===== config.mk =====
export PLATFORM = sky130hd
export DESIGN_NAME = alu_seq_ctrl
export DESIGN_NICKNAME = d
export VERILOG_FILES = /design/src/rtl/alu_seq_ctrl.sv
export SDC_FILE = /design/constraint.sdc
export NUM_CORES = 1
export LEC_CHECK = 0
export ABC_AREA = 1
export BUFFER_PORTS_ARGS = -buffer_cell sky130_fd_sc_hd__buf_2
export CORE_UTILIZATION = 28
export CTS_BUF_LIST = sky130_fd_sc_hd__clkbuf_4
export CTS_CLUSTER_SIZE = 16
export DETAILED_ROUTE_END_ITERATION = 10
export PLACE_DENSITY = 0.43
export SLEW_MARGIN = 10
export SYNTH_ARGS = -nofsm -noshare
export SYNTH_HDL_FRONTEND = slang
export SYNTH_SLANG_ARGS = --single-unit

===== constraint.sdc =====
create_clock -name i_clk -period 13.7 [get_ports i_clk]
set_input_delay 4.11 -clock i_clk [delete_from_list [all_inputs] [get_ports i_clk]]
set_output_delay 4.11 -clock i_clk [all_outputs]
set_load 0.05 [all_outputs]

===== src/rtl/alu_seq_ctrl.sv =====
// rtl/alu_seq_ctrl.sv - 8-word micro-sequencer driving the register file / ALU datapath
module alu_seq_ctrl #(
    parameter int PROG_DEPTH = 8,
    parameter int IW         = 16
) (
    input  logic          i_clk,
    input  logic          i_rst,
    input  logic          i_prog_we,
    input  logic [2:0]    i_prog_addr,
    input  logic [IW-1:0] i_prog_data,
    input  logic          i_start,
    input  logic          i_step_mode,
    input  logic          i_step,
    input  logic          i_zero_in,
    output logic [2:0]    o_addr_a,
    output logic [2:0]    o_addr_b,
    output logic [2:0]    o_addr_w,
    output logic          o_reg_we,
    output logic [2:0]    o_alu_ctr,
    output logic          o_a_sel,
    output logic [2:0]    o_pc,
    output logic          o_busy,
    output logic          o_done
);

    typedef enum logic [2:0] {
        S_IDLE  = 3'd0,
        S_FETCH = 3'd1,
        S_EXEC  = 3'd2,
        S_WB    = 3'd3,
        S_HOLD  = 3'd4
    } state_t;

    localparam logic [3:0] LAST_PC = 4'(PROG_DEPTH - 1);

    state_t        r_state;
    state_t        w_state_nx;
    logic [IW-1:0] r_mem [PROG_DEPTH];
    logic [IW-1:0] r_ir;
    logic [2:0]    r_pc;
    logic [2:0]    w_pc_nx;
    logic          r_zflag;
    logic          r_done;
    logic          w_done_nx;
    logic [3:0]    w_adv;
    logic [3:0]    w_pc_sum;

    // Sum is one bit wider than pc so running off the end is detected, never wrapped.
    assign w_adv    = (r_ir[14] && r_zflag) ? 4'd2 : 4'd1;
    assign w_pc_sum = {1'b0, r_pc} + w_adv;

    always_comb begin
        w_state_nx = r_state;
        w_pc_nx    = r_pc;
        w_done_nx  = 1'b0;
        case (r_state)
            S_IDLE: begin
                if (i_start) begin
                    w_state_nx = S_FETCH;
                    w_pc_nx    = 3'd0;
                end
            end
            S_FETCH: w_state_nx = S_EXEC;
            S_EXEC:  w_state_nx = S_WB;
            S_WB: begin
                if (r_ir[15] || (w_pc_sum > LAST_PC)) begin
                    w_state_nx = S_IDLE;
                    w_done_nx  = 1'b1;
                end else begin
                    w_pc_nx    = w_pc_sum[2:0];
                    w_state_nx = i_step_mode ? S_HOLD : S_FETCH;
                end
            end
            S_HOLD: begin
                if (i_step) begin
                    w_state_nx = S_FETCH;
                end
            end
            default: w_state_nx = S_IDLE;
        endcase
    end

    always_ff @(posedge i_clk or posedge i_rst) begin
        if (i_rst) begin
            r_state <= S_IDLE;
            r_pc    <= 3'd0;
            r_done  <= 1'b0;
        end else begin
            r_state <= w_state_nx;
            r_pc    <= w_pc_nx;
            r_done  <= w_done_nx;
        end
    end

    always_ff @(posedge i_clk or posedge i_rst) begin
        if (i_rst) begin
            r_ir    <= '0;
            r_zflag <= 1'b0;
        end else begin
            if (r_state == S_FETCH) begin
                r_ir <= r_mem[r_pc];
            end
            if (r_state == S_EXEC) begin
                r_zflag <= i_zero_in;
            end
        end
    end

    // Program loads are accepted only while idle so a running program cannot be altered.
    always_ff @(posedge i_clk or posedge i_rst) begin
        if (i_rst) begin
            for (int i = 0; i < PROG_DEPTH; i++) begin
                r_mem[i] <= '0;
            end
        end else if ((r_state == S_IDLE) && i_prog_we) begin
            r_mem[i_prog_addr] <= i_prog_data;
        end
    end

    assign o_addr_a  = r_ir[2:0];
    assign o_addr_b  = r_ir[5:3];
    assign o_addr_w  = r_ir[8:6];
    assign o_alu_ctr = r_ir[11:9];
    assign o_a_sel   = r_ir[13];
    assign o_reg_we  = (r_state == S_WB) && r_ir[12];
    assign o_pc      = r_pc;
    assign o_busy    = (r_state != S_IDLE);
    assign o_done    = r_done;

endmodule


==> metrics.txt, run 1 <==
Max stage delay on crit path=0.41 ns; Synth Register Bits=152; DR vias=5822; Setup CP Type=reg -> out; Placed Area=7730 sq um; placement row count=59; final number of hold-violating endpoints=0; post-CTS sizing=0; CP Data Required Time=9.59 ns; Synth cell types=26; Pwr Density=231 nW/um^2; Leak=3.88 nW; vias in the first global route=5589; failing checks=design-rule violations; synth top area cells=dfrtp_1, nand2_1, nand3_1, o21ai_0, inv_1; Power Total=0.00186 W; hpwl dp=11.5 mm; outcome=complete, but fails checks; Max Root-Sink Buffers=2; Die W=166 microns; initial antenna violation count=2; largest net degree at the start of global routing=96; Tot GR Track Use=16.0%; Synth Instances=961; CP arrival=1.87 ns; CP Cell Sequence=inv_1, nand3_1, nor2_1, buf_2; root buf cell=clkbuf_4; total die area=27600 sq um; met1 wire length=10.4 mm; Worst Path Max Fanout=7; Buf/Inv on CP=2; Routed wire per std cell=15.9 microns; Max Slew Vio Count=0; WL met2=9.53 mm; yosys warns=0; TritonCTS Sinks=152; share of the synthesized area in the top cell type=50.4%; DRT iter0 DRCs=401; Clock Pin Slew Worst Setup and Hold Paths=0.14 ns; final setup vio count=0; switch share=43.3%; Syn Std Cell Area=7540 sq um; Finished Cell Area=8030 sq um; routed wl met3=561 microns; Worst Setup Start Kind=register; H-Tree Depth=4; DRT Pass-1 Iters=8; fill count=2813; worst slew pin tran=0.905 ns; core area=26200 sq um; global-route wire length before repair=33.3 mm; GRT overflow=0; nets@finish=983; post-CTS setup buffers=0; Worst R2R Setup Slack=10.99 ns; Clock Latency Late Sink=0.55 ns; P&R area growth vs syn=6.45%; fin cells=1302; slowest stage cell, crit path=dfrtp_1; antenna-violating nets left=0; Combinational Power Share=43.8%; Worst path top cell family by delay=buffers and inverters; share of cells above drive strength 1=10.2%; RSZ-0062 raised after global routing=no; Port Buffer Count=44; fin util=30.6%; internal power=0.00105 W; Seq pwr share=39.8%; CTS tree=built; Worst Hold Class=reg -> reg; Clk network pwr share=16.4%; max frequency=0.167 GHz; Hold-fix buffers, CTS=0; Initial Util=28.8%; Die H=166 microns; drt via density=4.47; Mapped Nets=990; Seq/Total Area, Yosys=50.4%; synthesized area per cell=7.85 sq um; Final period util=43.7%; Max Cap Viol=0; final WL=20.8 mm; Critical Path Sink Type=output port; Peak supply drop=0.0000949 V; Yosys top cell by area=dfrtp_1; I/O pin cnt=45; Worst Clk Skew=0.0170 ns; Final Wtd Congestion=0.690; Top Layer Used=met4; DR DRC count=3; Slew HR=39.7%; min Tclk post-route=5.98 ns; Post-Place Cells=1270; CTS Buf Count=17; P_sw=0.000804 W; Fin Setup TNS=0 ns
## through the flow
step	setup WS (ns)	hold WS, ns
global placement	7.91	0.464
global route	7.53	0.513
finish	7.72	0.490
CTS	7.66	0.498
floorplan	5.50	0.440
detailed placement	7.93	0.465
## power groups by stage
stage	combinational [W]	clock, W	sequential (W)
floorplan	0.000634	0	0.000756
global placement	0.000820	0	0.000747
detailed placement	0.000824	0	0.000751
CTS	0.000830	0.000313	0.000741
global route	0.000934	0.000334	0.000763
finish	0.000813	0.000305	0.000739
## final cells by class
cell class	count	area [sq um]	share of cell area, %
timing repair buffer	51	273	3.40
multi-input combinational	587	2690	33.5
inverter	145	549	6.84
tap	335	419	5.22
clock buffer	17	128	1.59
antenna	2	5.00	0.0623
clock inverter	13	161	2.01
sequential	152	3800	47.4
## kinds of logic (layout without fill, tap and decap cells)
| logic type | after synthesis | in the layout | synth area share [%] |
|---|---|---|---|
| other cells | 0 | 2 | 0 |
| compound gates | 130 | 130 | 8.94 |
| simple gates | 452 | 452 | 25.8 |
| fa+ha+maj | 3 | 3 | 0.597 |
| buf+inv | 222 | 226 | 13.9 |
| mux | 1 | 1 | 0.149 |
| flops | 152 | 152 | 50.4 |
| xor+xnor | 1 | 1 | 0.116 |
## cell usage after synthesis
library cell	count
buf_1	3
buf_2	20
buf_4	23
buf_6	8
buf_8	1
clkbuf_1	13
clkbuf_4	9
dfrtp_1	152
fa_1	1
ha_1	2
inv_1	142
inv_2	3
mux2_2	1
nand2_1	307
nand3_1	123
nand3_4	1
nand3b_1	3
nor2_1	8
nor2_4	9
nor3_2	1
o211ai_1	1
o21ai_0	111
o21ai_1	12
o21ai_2	5
o31ai_1	1
xor2_1	1
## placed cells by master, fill, tap and decap left out, types with 4 or more instances in the layout
master       n
nand2_1    307
dfrtp_1    151
inv_1      141
nand3_1    123
o21ai_0    111
buf_2       44
clkbuf_4    17
o21ai_1     12
nor2_4       9
nor2_1       8
buf_4        7
o21ai_2      5
clkinv_1     5
bufinv_16    4
## tightest hold or removal path: cells and delay by family, from the launching register on
family | cells | cell delay [ns]
DFF | 1 | 0.36
and+or+nand+nor | 2 | 0.11
## registers in the layout, summed over array words and instances (netlist names)
signal   cells
o_done       1
o_pc         3
r_ir        16
r_mem      128
r_state      3
r_zflag      1
## per-layer routing
layer,vias to the layer above,global-route usage (%)
li1,2935,-
met1,2789,22.2
met2,82,25.5
met3,16,2.84
met4,0,4.14
met5,-,0
## worst paths after layout
check                      startpoint   endpoint  cells past startpoint
max                        r_state[2]   o_reg_we                      4
min                           r_ir[3]    r_ir[3]                      2
max reg2reg                   o_pc[0]    r_ir[3]                      8
min reg2reg                   r_ir[3]    r_ir[3]                      2
max in group asynchronous       i_rst  r_mem[72]                      3
min in group asynchronous       i_rst  r_mem[66]                      2
(Power assumes the default switching activity.)
==> run 2: changes to the inputs <==
- clock period: 13.7 -> 6.1 ns (I/O delays scaled with it)
==> run 2 against run 1 <==
The run still ends with design-rule violations left; register-to-register slack worse by 7.5 ns; total power up 120%; core utilization down 0.18 points; clock power up 83%; first-iteration DRC count down 6.5%; wire length down 4.0%; combinational power up 120%; hold slack better by 0.0014 ns; global-route usage down 0.50 points; die area unchanged; final area down 0.58%; critical path depth unchanged; highest routed layer unchanged.
==> metrics.txt, run 2 (synthesized netlist as in run 1, its figures left out) <==
outcome=complete, but fails checks; failing checks=design-rule violations; vias in the first global route=5770; M2 GR Usage=25.4%; TritonCTS Sinks=152; Max Cap Viol=0; slowest stage cell, crit path=dfrtp_1; Clock Pin Slew Worst Setup and Hold Paths=0.14 ns; Buf/Inv on CP=2; Placed Area=7740 sq um; global-route wire length before repair=32.7 mm; CP Cell Sequence=inv_1, nand3_1, nor2_1, buf_2; Power Total=0.00404 W; GRT overflow=0; Slew HR=38.6%; placement row count=59; Routed wire per std cell=15.3 microns; DR DRC count=6; antenna-violating nets left=0; max reg flops=128; I/O pin cnt=45; Die W=166 microns; Die H=166 microns; Setup CP Type=reg -> out; Max Slew Vio Count=0; worst slew pin tran=0.922 ns; root buf cell=clkbuf_4; most frequent cells in the layout=nand2_1, dfrtp_1, inv_1, nand3_1, o21ai_0; drt via density=4.43; routing usage on met1=21.2%; Most flops, register=r_mem; CTS Buf Count=17; post-CTS sizing=0; Leak=3.84 nW; Worst path top cell family by delay=buffers and inverters; Final Wtd Congestion=0.713; Fin Setup TNS=0 ns; nets@finish=984; max frequency=0.269 GHz; CP Data Required Time=4.27 ns; CP arrival=1.89 ns; final number of hold-violating endpoints=0; CTS tree=built; DRT iter0 DRCs=375; Clock Latency Late Sink=0.56 ns; commonest non-fill, non-tap cell in the layout=nand2_1; min Tclk post-route=3.72 ns; Pwr Density=506 nW/um^2; share of cells above drive strength 1=10.8%; Most Crowded Layer GR=met2; RSZ-0062 raised after global routing=no; Final period util=60.9%; final WL=19.9 mm; Peak supply drop=0.000212 V; Worst Setup Start Kind=register; initial antenna violation count=2; final setup vio count=0; core area=26200 sq um; hpwl dp=11.7 mm; Max Root-Sink Buffers=2; Port Buffer Count=44; DRT Pass-1 Iters=7; P&R area growth vs syn=5.84%; Finished Cell Area=7980 sq um; Critical Path Sink Type=output port; H-Tree Depth=4; Initial Util=28.8%; largest registers=r_mem: 128 flops, r_ir: 16 flops; post-CTS setup buffers=0; Worst Clk Skew=0.0192 ns; Hold-fix buffers, CTS=0; Worst Hold Class=reg -> reg; Max stage delay on crit path=0.41 ns; met3 Use GR=2.72%; largest net degree at the start of global routing=99; Tot GR Track Use=15.5%; total die area=27600 sq um; DR vias=5781; Worst Path Max Fanout=7
## run 2: stage by stage
step                cells  util (%)  hold slack [ns]  setup WS (ns)
floorplan             961         -            0.440          0.177
global placement     1271      29.5            0.463           2.86
detailed placement   1271      29.5            0.461           2.82
CTS                  1303      30.4            0.497           2.31
global route         1304      30.5            0.512           2.19
finish               1305      30.5            0.492           2.38
## run 2: worst register-to-register path, stage by stage, from the launching register on
cell	delay, ns
dfrtp_2	0.38
buf_4	0.64
inv_2	0.50
buf_4	0.44
nand2_1	0.15
nand3_1	0.07
nand3_1	0.13
nand3_1	0.18
nand2_1	0.11
## run 2: cell type report
class / count / area (sq um)
inverter: 145 / 549
clock inverter: 15 / 108
multi-input combinational: 587 / 2690
antenna: 2 / 5.00
timing repair buffer: 52 / 280
sequential: 152 / 3800
clock buffer: 17 / 128
tap: 335 / 419
fill: 2853 / 18200
## run 2: path summary, 6_finish.rpt
check | slack [ns] | start | cells after the start | to
worst max-delay path | 2.38 | r_state[2] | 4 | o_reg_we
min in group asynchronous | 1.46 | i_rst | 2 | r_mem[51]
worst min-delay path | 0.49 | r_ir[15] | 2 | r_ir[15]
max in group asynchronous | 3.66 | i_rst | 3 | r_mem[58]
worst max register to register | 3.46 | o_pc[0] | 8 | r_ir[10]
worst min register to register | 0.49 | r_ir[15] | 2 | r_ir[15]
## run 2: per-layer routing
metal / routed length (microns) / vias up
met5: 0 / -
li1: - / 2945
met3: 522 / 13
met1: 9920 / 2755
met4: 181 / 0
met2: 9300 / 68
## run 2: power breakdown
| part | switching, W | internal [W] |
|---|---|---|
| Sequential | 0.000148 | 0.00151 |
| Combinational | 0.00128 | 0.000545 |
| Clock | 0.000397 | 0.000159 |
| Total | 0.00182 | 0.00221 |
